===== config.mk =====
export PLATFORM = sky130hd
export DESIGN_NAME = calc1_port_sched
export DESIGN_NICKNAME = d
export VERILOG_FILES = /design/src/rtl/calc1_pkg.sv /design/src/rtl/calc1_rr_arb.sv /design/src/rtl/calc1_port_sched.sv
export SDC_FILE = /design/constraint.sdc
export NUM_CORES = 1
export LEC_CHECK = 0
export CORE_MARGIN = 2
export CORE_UTILIZATION = 38
export DETAILED_ROUTE_END_ITERATION = 12
export SLEW_MARGIN = 40
export SYNTH_ARGS = -nofsm -noshare
export SYNTH_HDL_FRONTEND = slang
export SYNTH_HIERARCHICAL = 1
export SYNTH_SLANG_ARGS = --single-unit

===== constraint.sdc =====
create_clock -name c_clk -period 7.95 [get_ports c_clk]
set_input_delay 1.59 -clock c_clk [delete_from_list [all_inputs] [get_ports c_clk]]
set_output_delay 1.59 -clock c_clk [all_outputs]
set_load 0.01 [all_outputs]

===== src/rtl/calc1_pkg.sv =====
// Shared definitions for the calc1 four-port scheduler: command and response
// codes, the per-port FSM encoding and default sizing.
package calc1_pkg;

  localparam int CALC1_NPORTS = 4;
  localparam int CALC1_DW     = 32;
  localparam int SHAMT_W      = 5;

  localparam logic [3:0] CMD_NOP = 4'd0;
  localparam logic [3:0] CMD_ADD = 4'd1;
  localparam logic [3:0] CMD_SUB = 4'd2;
  localparam logic [3:0] CMD_LSH = 4'd5;
  localparam logic [3:0] CMD_RSH = 4'd6;

  localparam logic [1:0] RESP_NONE = 2'b00;
  localparam logic [1:0] RESP_OK   = 2'b01;
  localparam logic [1:0] RESP_ERR  = 2'b10;

  typedef enum logic [1:0] {
    ST_IDLE = 2'd0,
    ST_OP2  = 2'd1,
    ST_PEND = 2'd2
  } port_state_t;

endpackage


===== src/rtl/calc1_rr_arb.sv =====
// Round-robin arbiter over ports 1..NPORTS: the search starts one past the
// last granted port and wraps; the pointer only moves when a grant is issued.
module calc1_rr_arb #(
  parameter int NPORTS = 4,
  parameter int IW     = $clog2(NPORTS + 1)
) (
  input  logic              clk,
  input  logic              rst_n,
  input  logic [NPORTS:1]   pending,
  output logic [NPORTS:1]   grant,
  output logic [IW-1:0]     grant_idx
);

  localparam int IW1 = IW + 1;

  logic [IW-1:0] last_grant_reg;
  logic [IW:0]   cand_sum;
  logic [IW-1:0] cand;

  // grant_idx of zero means "nothing granted yet"; valid port indices start at 1
  always_comb begin
    grant     = '0;
    grant_idx = '0;
    cand_sum  = '0;
    cand      = '0;
    for (int off = 1; off <= NPORTS; off++) begin
      cand_sum = {1'b0, last_grant_reg} + IW1'(off);
      if (cand_sum > IW1'(NPORTS)) begin
        cand_sum = cand_sum - IW1'(NPORTS);
      end
      cand = cand_sum[IW-1:0];
      if ((grant_idx == '0) && pending[cand]) begin
        grant[cand] = 1'b1;
        grant_idx   = cand;
      end
    end
  end

  always_ff @(posedge clk or negedge rst_n) begin
    if (!rst_n) begin
      last_grant_reg <= IW'(NPORTS);
    end else if (grant_idx != '0) begin
      last_grant_reg <= grant_idx;
    end
  end

endmodule


===== src/rtl/calc1_port_sched.sv =====
// Four-port front end sharing one calc1 ALU: per-port capture FSMs, a
// round-robin grant and a one-cycle registered response to the granted port.
module calc1_port_sched
  import calc1_pkg::*;
#(
  parameter int NPORTS = CALC1_NPORTS,
  parameter int DW     = CALC1_DW
) (
  input  logic          c_clk,
  input  logic          reset_n,
  input  logic [3:0]    req_cmd_in  [1:NPORTS],
  input  logic [DW-1:0] req_data_in [1:NPORTS],
  output logic          req_busy    [1:NPORTS],
  output logic [1:0]    out_resp    [1:NPORTS],
  output logic [DW-1:0] out_data    [1:NPORTS]
);

  localparam int IW = $clog2(NPORTS + 1);

  logic [NPORTS:1] pending;
  logic [NPORTS:1] grant;
  logic [IW-1:0]   grant_idx;
  logic            grant_valid;

  logic [3:0]      cmd_arr [1:NPORTS];
  logic [DW-1:0]   op1_arr [1:NPORTS];
  logic [DW-1:0]   op2_arr [1:NPORTS];

  logic [3:0]      sel_cmd;
  logic [DW-1:0]   sel_op1;
  logic [DW-1:0]   sel_op2;
  logic [DW:0]     add_sum;
  logic [1:0]      alu_resp;
  logic [DW-1:0]   alu_data;

  calc1_rr_arb #(
    .NPORTS (NPORTS),
    .IW     (IW)
  ) u_arb (
    .clk       (c_clk),
    .rst_n     (reset_n),
    .pending   (pending),
    .grant     (grant),
    .grant_idx (grant_idx)
  );

  assign grant_valid = |grant;
  assign sel_cmd     = grant_valid ? cmd_arr[grant_idx] : CMD_NOP;
  assign sel_op1     = grant_valid ? op1_arr[grant_idx] : '0;
  assign sel_op2     = grant_valid ? op2_arr[grant_idx] : '0;
  assign add_sum     = {1'b0, sel_op1} + {1'b0, sel_op2};

  // Shared ALU; anything not explicitly successful, including unknown codes, is an error
  always_comb begin
    alu_resp = RESP_ERR;
    alu_data = '0;
    case (sel_cmd)
      CMD_ADD: begin
        if (!add_sum[DW]) begin
          alu_resp = RESP_OK;
          alu_data = add_sum[DW-1:0];
        end
      end
      CMD_SUB: begin
        if (sel_op2 <= sel_op1) begin
          alu_resp = RESP_OK;
          alu_data = sel_op1 - sel_op2;
        end
      end
      CMD_LSH: begin
        alu_resp = RESP_OK;
        alu_data = sel_op1 << sel_op2[SHAMT_W-1:0];
      end
      CMD_RSH: begin
        alu_resp = RESP_OK;
        alu_data = sel_op1 >> sel_op2[SHAMT_W-1:0];
      end
      default: begin
        alu_resp = RESP_ERR;
        alu_data = '0;
      end
    endcase
  end

  genvar gi;
  generate
    for (gi = 1; gi <= NPORTS; gi++) begin : g_port
      port_state_t   state_reg;
      port_state_t   state_next;
      logic [3:0]    cmd_reg;
      logic [DW-1:0] op1_reg;
      logic [DW-1:0] op2_reg;
      logic [1:0]    resp_reg;
      logic [DW-1:0] data_reg;

      always_ff @(posedge c_clk or negedge reset_n) begin
        if (!reset_n) begin
          state_reg <= ST_IDLE;
        end else begin
          state_reg <= state_next;
        end
      end

      always_comb begin
        state_next = state_reg;
        case (state_reg)
          ST_IDLE: if (req_cmd_in[gi] != CMD_NOP) state_next = ST_OP2;
          ST_OP2:  state_next = ST_PEND;
          ST_PEND: if (grant[gi]) state_next = ST_IDLE;
          default: state_next = ST_IDLE;
        endcase
      end

      always_ff @(posedge c_clk or negedge reset_n) begin
        if (!reset_n) begin
          cmd_reg <= CMD_NOP;
          op1_reg <= '0;
          op2_reg <= '0;
        end else begin
          if ((state_reg == ST_IDLE) && (req_cmd_in[gi] != CMD_NOP)) begin
            cmd_reg <= req_cmd_in[gi];
            op1_reg <= req_data_in[gi];
          end
          if (state_reg == ST_OP2) begin
            op2_reg <= req_data_in[gi];
          end
        end
      end

      // Response is a single-cycle pulse; every non-granted cycle drives 00/0
      always_ff @(posedge c_clk or negedge reset_n) begin
        if (!reset_n) begin
          resp_reg <= RESP_NONE;
          data_reg <= '0;
        end else if (grant[gi]) begin
          resp_reg <= alu_resp;
          data_reg <= alu_data;
        end else begin
          resp_reg <= RESP_NONE;
          data_reg <= '0;
        end
      end

      assign pending[gi]  = (state_reg == ST_PEND);
      assign req_busy[gi] = (state_reg == ST_OP2) || (state_reg == ST_PEND);
      assign out_resp[gi] = resp_reg;
      assign out_data[gi] = data_reg;
      assign cmd_arr[gi]  = cmd_reg;
      assign op1_arr[gi]  = op1_reg;
      assign op2_arr[gi]  = op2_reg;
    end
  endgenerate

endmodule


### Yosys cells after proc, flatten, opt, wreduce, memory -nomap -nowiden

Index checks and enable logic that the tools add are counted.

* add/subtract/negate cells: 10
* order comparisons: 14
* equality and inequality tests: 20
* shifts and indexed selects: 2
* multiplexer cells: 66
* bitwise gates (word level): 4
* reduce and logical (&&, ||, !) cells: 33

Operators with widths (count)
* 32-bit two-way mux: 12
* 32-bit binary-select mux with 3-bit select: 2
* 32-bit case mux with 4 select lines: 1
* 32-bit by 32-bit adder with 33-bit output: 1
* 32-bit less-or-equal comparator: 1
* 32-bit by 5-bit left shift with 32-bit output: 1
* 32-bit by 5-bit right shift with 32-bit output: 1
* 32-bit subtractor: 1
* 2-bit case mux with 3 select lines: 5
* 2-bit two-way mux: 14
* 4-bit two-way mux: 7
* 3-bit two-way mux: 8
* 4-bit by 3-bit greater-than comparator with 1-bit output (second input constant): 4
* 3-bit by 4-bit < comparator with 1-bit output (second input constant): 4
* 2-bit inequality test (second input constant): 8
* 4-bit nonzero test: 4
* 1-bit binary-select mux with 3-bit select: 4
* 4-bit binary-select mux with 3-bit select: 1
* 1-bit demux with 3-bit select: 4
* 3-bit by 1-bit greater-or-equal comparator with 1-bit output (second input constant): 4
* 4-bit OR: 3
* 3-bit subtractor (second input constant): 4
* 1-bit logical AND: 11
* 3-bit logical NOT: 3
* other kinds (17): 41

* register bits after elaboration: 419
* input port bits: 146
* output and inout port bits: 140
* logic and storage cells: 174

### Logic depth before layout (Yosys ltp)

* depth in word-level cells: 24
* mapped depth: 35

### Hierarchy

Netlist, hierarchy kept.

By module, submodules not included
* calc1_port_sched: times used 1, cells each 2602, area each 25635.8 um^2, sequential area each 10410.0 um^2
* calc1_rr_arb: times used 1, cells each 111, area each 885.8 um^2, sequential area each 76.3 um^2

### Worst setup path after synthesis

No wires, ideal clock.

* path kind: register -> register
* from: register u_arb.last_grant_reg[1]
* to: register g_port[1].data_reg[5]
* library setup time: 137 ps
* arrival time: 7173 ps
* required time: 7813 ps
* setup slack: 640 ps
* cell stages (with the launch flop): 31
* buffers on the path: 10
* period minus slack after synthesis: 7310 ps
* cell sequence: dfrtp_1 -> buf_4 -> inv_1 -> ha_1 -> mux2_4 -> nor3_4 -> o21ai_1 -> a21o_1 -> and3_1 -> a221o_1 -> clkbuf_1 -> nor4_2 -> buf_2 -> buf_4 -> buf_4 -> buf_2 -> buf_1 -> a21oi_1 -> ha_1 -> buf_2 -> or3_4 -> nor3_1 -> o311a_1 -> o31ai_2 -> o211a_1 -> buf_2 -> o211a_1 -> buf_2 -> a221o_1 -> a211oi_1 -> nor2b_1

* elaborated cells between the ends (all ways): 88

RTL lines
* start: declaration: line calc1_rr_arb.sv:16 `logic [IW-1:0] last_grant_reg;`
* start signal: assignment: line calc1_rr_arb.sv:41 `last_grant_reg <= IW'(NPORTS);`
* start signal: assignment: line calc1_rr_arb.sv:43 `last_grant_reg <= grant_idx;`
* branches (longest 14 deep; another with 3-bit by 1-bit adder with 4-bit output)
* 4-bit two-way mux *: line calc1_rr_arb.sv:32 `if ((grant_idx == '0) && pending[cand]) begin`
* named net grant, one bit: line calc1_port_sched.sv:21 `logic [NPORTS:1] grant;`
* 4-bit OR reduction: line calc1_port_sched.sv:47 `assign grant_valid = |grant;`
* 32-bit two-way mux (on tied branches): line calc1_port_sched.sv:49, calc1_port_sched.sv:50
* 32-bit subtractor, or another cell as far along: line calc1_port_sched.sv:67 `alu_data = sel_op1 - sel_op2;`
* 32-bit two-way mux (on tied branches): line calc1_port_sched.sv:65, calc1_port_sched.sv:59
* 32-bit case mux with 4 select lines: line calc1_port_sched.sv:57 `case (sel_cmd)`
* 32-bit two-way mux *: line calc1_port_sched.sv:135 `end else if (grant[gi]) begin`
* end signal: assignment: line calc1_port_sched.sv:137 `data_reg <= alu_data;`
* end: declaration: line calc1_port_sched.sv:94 `logic [DW-1:0] data_reg;`

Mark *: on every way through the listed nets, which the timed path passes. The select of a mux whose other input is x is not followed.
A chain may end at the register's enable or synchronous reset.

### Worst setup path after layout

* from: register u_arb.last_grant_reg[2]
* to: register g_port[1].data_reg[9]

* elaborated cells between the ends (all ways): 88

RTL lines (line)
* branches (longest 14 deep; another with 3-bit by 1-bit adder with 4-bit output)
* 4-bit two-way mux *: calc1_rr_arb.sv:32
* named net grant, one bit: calc1_port_sched.sv:21
* 4-bit OR reduction *: calc1_port_sched.sv:47
* 32-bit two-way mux (on tied branches): calc1_port_sched.sv:49, calc1_port_sched.sv:50
* 32-bit subtractor, or another cell as far along: calc1_port_sched.sv:67
* 32-bit two-way mux (on tied branches): calc1_port_sched.sv:65, calc1_port_sched.sv:59
* 32-bit case mux with 4 select lines *: calc1_port_sched.sv:57
* 32-bit two-way mux *: calc1_port_sched.sv:135

Marks and branches as above.

==> results <==
- The tightest hold path in the finished design has a slack of 481 ps.
- The part of the Yosys area used for sequential elements is 0.395.
- The via count of the first global-routing pass was 24400.
- Among all flip-flop cells after synthesis, the most frequent one is sky130_fd_sc_hd__dfrtp_1.
- In this run, synthesis inferred 0 flip-flops with an integrated enable.
- The library cell used as clock root buffer is sky130_fd_sc_hd__clkbuf_16.
- The placement row count is 96.
- The H-tree generated during clock tree synthesis spans 2 levels.
- The number of non-filler instances in the completed layout is 4031.
- The share of the core filled with cells in the final layout is 0.484.
- Across the routed clock network, the largest skew measured is 29.7 ps.
- The post-CTS clock slew at the launch and capture registers of the worst setup and hold paths is 60 ps.
- Measured in cells, the most critical reg-to-reg path has a length of 22.
- In this run the count of I/O pins placed on the die edge is 286.
- The flow ran to the end, and the final reports show no timing, DRC or antenna violations.
- The launch point of the worst hold path is g_port[3].cmd_reg[1]$_DFFE_PN0P_.
- TritonCTS created 47 clock buffers.
- The post-placement cell count is 3945.
- The distinct cell type count after synthesis is 109.
- The slew at the pin closest to its max-slew limit is 903 ps.
- The clock passes through at most 3 buffers.
- The design area is 33300 um^2.
- The number of synthesis warnings is 6.
- Setup repair after global routing could not meet its margin everywhere.
- In the synthesized netlist, the number of instances is 2713.
- Dividing the final minimum period by the clock period gives 0.958.
- The synthesized netlist net count is 2951.
- The mean cell area of the mapped netlist is 9.78 um^2.
- The worst register-to-register path ends at g_port[1].data_reg[9]$_DFF_PN0_.
- The floorplan step set the die width to 268 um.
- The global-route wire length before repair is 170000 um.
- The starting density of the core is 0.385.
- In the routed layout, each cell is associated on average with a via count of 6.04.
- In this run the register-to-register setup slack is 340 ps.
- The endpoint arrival time on the critical path is 8050 ps.
- Once placement finished, the instance area stood at 31600 um^2.
- The floorplan step defined a die boundary enclosing 71900 um^2.
- The data required time of the worst path is 8390 ps.
- The number of cells traversed by the worst hold path is 2.
- The total overflow left after global routing is 0.
- The worst setup path is of the reg -> reg kind.
- The post-detailed-route DRC marker count is 0.
- Setup violations remaining at the end of the flow were counted as 0.
- For this run, the top clock speed supported by timing is 0.131 GHz.
- The worst hold-check path type is reg -> reg.
- The number of port buffers is 285.
- The growth of design area from synthesis to finish is 25.6%.
- Once detailed placement completed, the half-perimeter wirelength came to 93400 um.
- The time the worst path needs with I/O delays and setup is 7610 ps.
- STA classifies the critical path endpoint as a flip-flop.
- The total of max-cap violations is 0.
- The path with the worst hold slack has its endpoint at g_port[3].cmd_reg[1]$_DFFE_PN0P_.
- The pin count of the biggest net entering global routing is 111.
- The async set or reset register ratio after synthesis is 1.00.
- The final count of pins violating max slew came to 0.
- The first-iteration detailed-routing DRC count is 2328.
- The average detailed-routed wire length per instance is 28.9 um.
- In this run the worst setup path begins at u_arb/last_grant_reg[2]$_DFFE_PN1P_.
- The height of the die is 268 um.
- The floorplan step defined a core boundary enclosing 68800 um^2.
- The routed wire length is 116000 um.
- The first detailed-routing pass took 6 iterations.
- The initial antenna violation count is 2.
- The total number of nets in the final design is 3303.
- The insertion delay to the later sink of the worst-skew pair is 620 ps.
- The kind of launch point of the worst setup path is a flip-flop.
- The post-synthesis instance area is 26500 um^2.
- The synthesis-stage register bit count is 419.
- The final weighted congestion in routability-driven placement is 0.996.
- The number of nets with antenna violations after detailed routing is 0.
- The largest driver fanout on the critical path is 38.
- The routed layout has 24300 vias.
- The startpoint identified for the worst register-to-register timing path is u_arb/last_grant_reg[2]$_DFFE_PN1P_.
- For this design, the sink count on the clock tree is 419.
- The worst pin sits at a relative slew slack of 0.393.
- The total track usage is 0.322.
- In the final layout, the share of cells above drive strength 1 is 0.223.
- The final hold violation count came to 0.
- The CTS tree is done.
[cell usage in the layout, fill, tap and decap left out, types with 12 or more instances in the layout]
master and count:
sky130_fd_sc_hd__o31ai_1 31, sky130_fd_sc_hd__mux2i_1 47, sky130_fd_sc_hd__a221o_1 26, sky130_fd_sc_hd__and2_1 59, sky130_fd_sc_hd__inv_1 75, sky130_fd_sc_hd__nor3_1 120
sky130_fd_sc_hd__nand3_1 35, sky130_fd_sc_hd__clkbuf_16 47, sky130_fd_sc_hd__a22oi_1 20, sky130_fd_sc_hd__o221ai_1 19, sky130_fd_sc_hd__dfrtp_1 418, sky130_fd_sc_hd__a211oi_1 58
sky130_fd_sc_hd__nand4_1 14, sky130_fd_sc_hd__nor2b_1 88, sky130_fd_sc_hd__a21boi_0 20, sky130_fd_sc_hd__o21ai_0 128, sky130_fd_sc_hd__clkdlybuf4s50_1 284, sky130_fd_sc_hd__a21o_1 23
sky130_fd_sc_hd__or3_1 17, sky130_fd_sc_hd__ha_1 89, sky130_fd_sc_hd__a221oi_1 19, sky130_fd_sc_hd__nor2_1 151, sky130_fd_sc_hd__and3_1 12, sky130_fd_sc_hd__a22o_1 17
sky130_fd_sc_hd__nand2_1 175, sky130_fd_sc_hd__mux2_2 286, sky130_fd_sc_hd__a31oi_1 25, sky130_fd_sc_hd__nor4bb_1 19, sky130_fd_sc_hd__o21a_1 19, sky130_fd_sc_hd__o211ai_1 27
sky130_fd_sc_hd__buf_4 199, sky130_fd_sc_hd__nor4_1 19, sky130_fd_sc_hd__xnor2_1 13, sky130_fd_sc_hd__a21oi_1 152, sky130_fd_sc_hd__o22ai_1 15, sky130_fd_sc_hd__buf_12 12
[per-stage QoR]
stage / worst slack [ps] / setup TNS (ps)
after floorplan: 640 / 0
after global placement: 66.5 / 0
after detailed placement: 6.65 / 0
after CTS: 118 / 0
after global routing: -8.99 / -16.8
final: 337 / 0
[cells in the mapped netlist, types with 9 or more instances]
cell	instances	area [um^2]
sky130_fd_sc_hd__a2111oi_0	10	87.6
sky130_fd_sc_hd__a211o_1	11	96.3
sky130_fd_sc_hd__a211oi_1	61	458
sky130_fd_sc_hd__a21boi_0	20	150
sky130_fd_sc_hd__a21o_1	23	173
sky130_fd_sc_hd__a21oi_1	154	771
sky130_fd_sc_hd__a221o_1	26	260
sky130_fd_sc_hd__a221oi_1	21	184
sky130_fd_sc_hd__a22o_1	17	149
sky130_fd_sc_hd__a22oi_1	20	150
sky130_fd_sc_hd__a31oi_1	25	156
sky130_fd_sc_hd__and2_1	59	369
sky130_fd_sc_hd__and3_1	12	75.1
sky130_fd_sc_hd__buf_1	26	97.6
sky130_fd_sc_hd__buf_2	54	270
sky130_fd_sc_hd__buf_4	9	67.6
sky130_fd_sc_hd__buf_6	9	101
sky130_fd_sc_hd__clkbuf_1	100	375
sky130_fd_sc_hd__dfrtp_1	418	10500
sky130_fd_sc_hd__ha_1	90	1130
sky130_fd_sc_hd__inv_1	77	289
sky130_fd_sc_hd__mux2_2	286	3220
sky130_fd_sc_hd__mux2i_1	47	470
sky130_fd_sc_hd__nand2_1	176	661
sky130_fd_sc_hd__nand2b_1	13	81.3
sky130_fd_sc_hd__nand3_1	35	175
sky130_fd_sc_hd__nand4_1	14	87.6
sky130_fd_sc_hd__nor2_1	152	571
sky130_fd_sc_hd__nor2b_1	89	557
sky130_fd_sc_hd__nor3_1	125	626
sky130_fd_sc_hd__nor3b_1	10	75.1
sky130_fd_sc_hd__nor4_1	23	144
sky130_fd_sc_hd__nor4bb_1	19	190
sky130_fd_sc_hd__o2111ai_1	10	87.6
sky130_fd_sc_hd__o211ai_1	27	203
sky130_fd_sc_hd__o21a_1	19	143
sky130_fd_sc_hd__o21ai_0	130	651
sky130_fd_sc_hd__o221ai_1	19	166
sky130_fd_sc_hd__o22ai_1	15	93.8
sky130_fd_sc_hd__o31ai_1	33	248
sky130_fd_sc_hd__o32ai_1	11	96.3
sky130_fd_sc_hd__or2_2	9	56.3
sky130_fd_sc_hd__or3_1	17	106
sky130_fd_sc_hd__xnor2_1	13	114
[final cells by class]
class	instances	area (um^2)
timing repair buffer	502	4690
clock buffer	61	1340
multi-input combinational	2013	15000
tap	931	1160
inverter	82	310
clock inverter	20	254
sequential	419	10500
fill	6521	35500
antenna	3	7.51
[layer usage]
layer	part of all wire	track usage	wire length [um]
met5	0.00011	0	13
met1	0.43	0.433	50100
met2	0.47	0.526	54400
met4	0.049	0.140	5750
met3	0.053	0.0356	6200
[repair_timing]
item / 4_1_cts / 5_1_grt
setup endpoints to repair: 4 / 104
pin swaps: 0 / 2
setup buffers: 0 / 1
hold buffers: 0 / 0
resized for setup: 1 / 9
[critical path, cell delays in order (launching register included)]
cell	delay [ps]
sky130_fd_sc_hd__dfstp_2	620
sky130_fd_sc_hd__inv_1	120
sky130_fd_sc_hd__ha_1	320
sky130_fd_sc_hd__mux2_4	360
sky130_fd_sc_hd__nor3_4	200
sky130_fd_sc_hd__o21ai_1	170
sky130_fd_sc_hd__a21o_1	270
sky130_fd_sc_hd__and3_1	240
sky130_fd_sc_hd__a221o_1	400
sky130_fd_sc_hd__or4_2	780
sky130_fd_sc_hd__buf_4	320
sky130_fd_sc_hd__buf_4	310
sky130_fd_sc_hd__and2_1	200
sky130_fd_sc_hd__ha_1	350
sky130_fd_sc_hd__a21oi_1	290
sky130_fd_sc_hd__nand2_1	80
sky130_fd_sc_hd__o21ai_0	550
sky130_fd_sc_hd__o211ai_2	300
sky130_fd_sc_hd__and2_0	260
sky130_fd_sc_hd__buf_12	170
sky130_fd_sc_hd__a221o_1	320
sky130_fd_sc_hd__a22oi_1	570
sky130_fd_sc_hd__a21boi_0	200
[worst max-delay path by stage]
stage                                             endpoint  slack [ps]  depth (start not counted)
after global routing       g_port[4].data_reg[2]$_DFF_PN0_          -9                         26
after CTS                 g_port[2].data_reg[29]$_DFF_PN0_         120                         28
after global placement    g_port[1].data_reg[31]$_DFF_PN0_          70                         28
after detailed placement   g_port[1].data_reg[0]$_DFF_PN0_           7                         26
after floorplan            g_port[1].data_reg[5]$_DFF_PN0_         640                         30
final                      g_port[1].data_reg[9]$_DFF_PN0_         340                         22
[cells by family (layout without fill, tap and decap cells)]
kind of cell / Yosys count / after routing / share of synthesized area
adders and majority gates: 92 / 92 / 0.0440
buffers and inverters: 281 / 665 / 0.0462
muxes: 341 / 341 / 0.143
xor gates and xnor gates: 15 / 15 / 0.00495
and+or+nand+nor: 801 / 801 / 0.160
other: 0 / 3 / 0
DFF: 419 / 419 / 0.395
AOI/OAI and AO/OA: 764 / 764 / 0.207
Power is left out: the tool's default activity adds up to more than one toggle a clock period on the data nets, which glitch-free logic cannot reach.
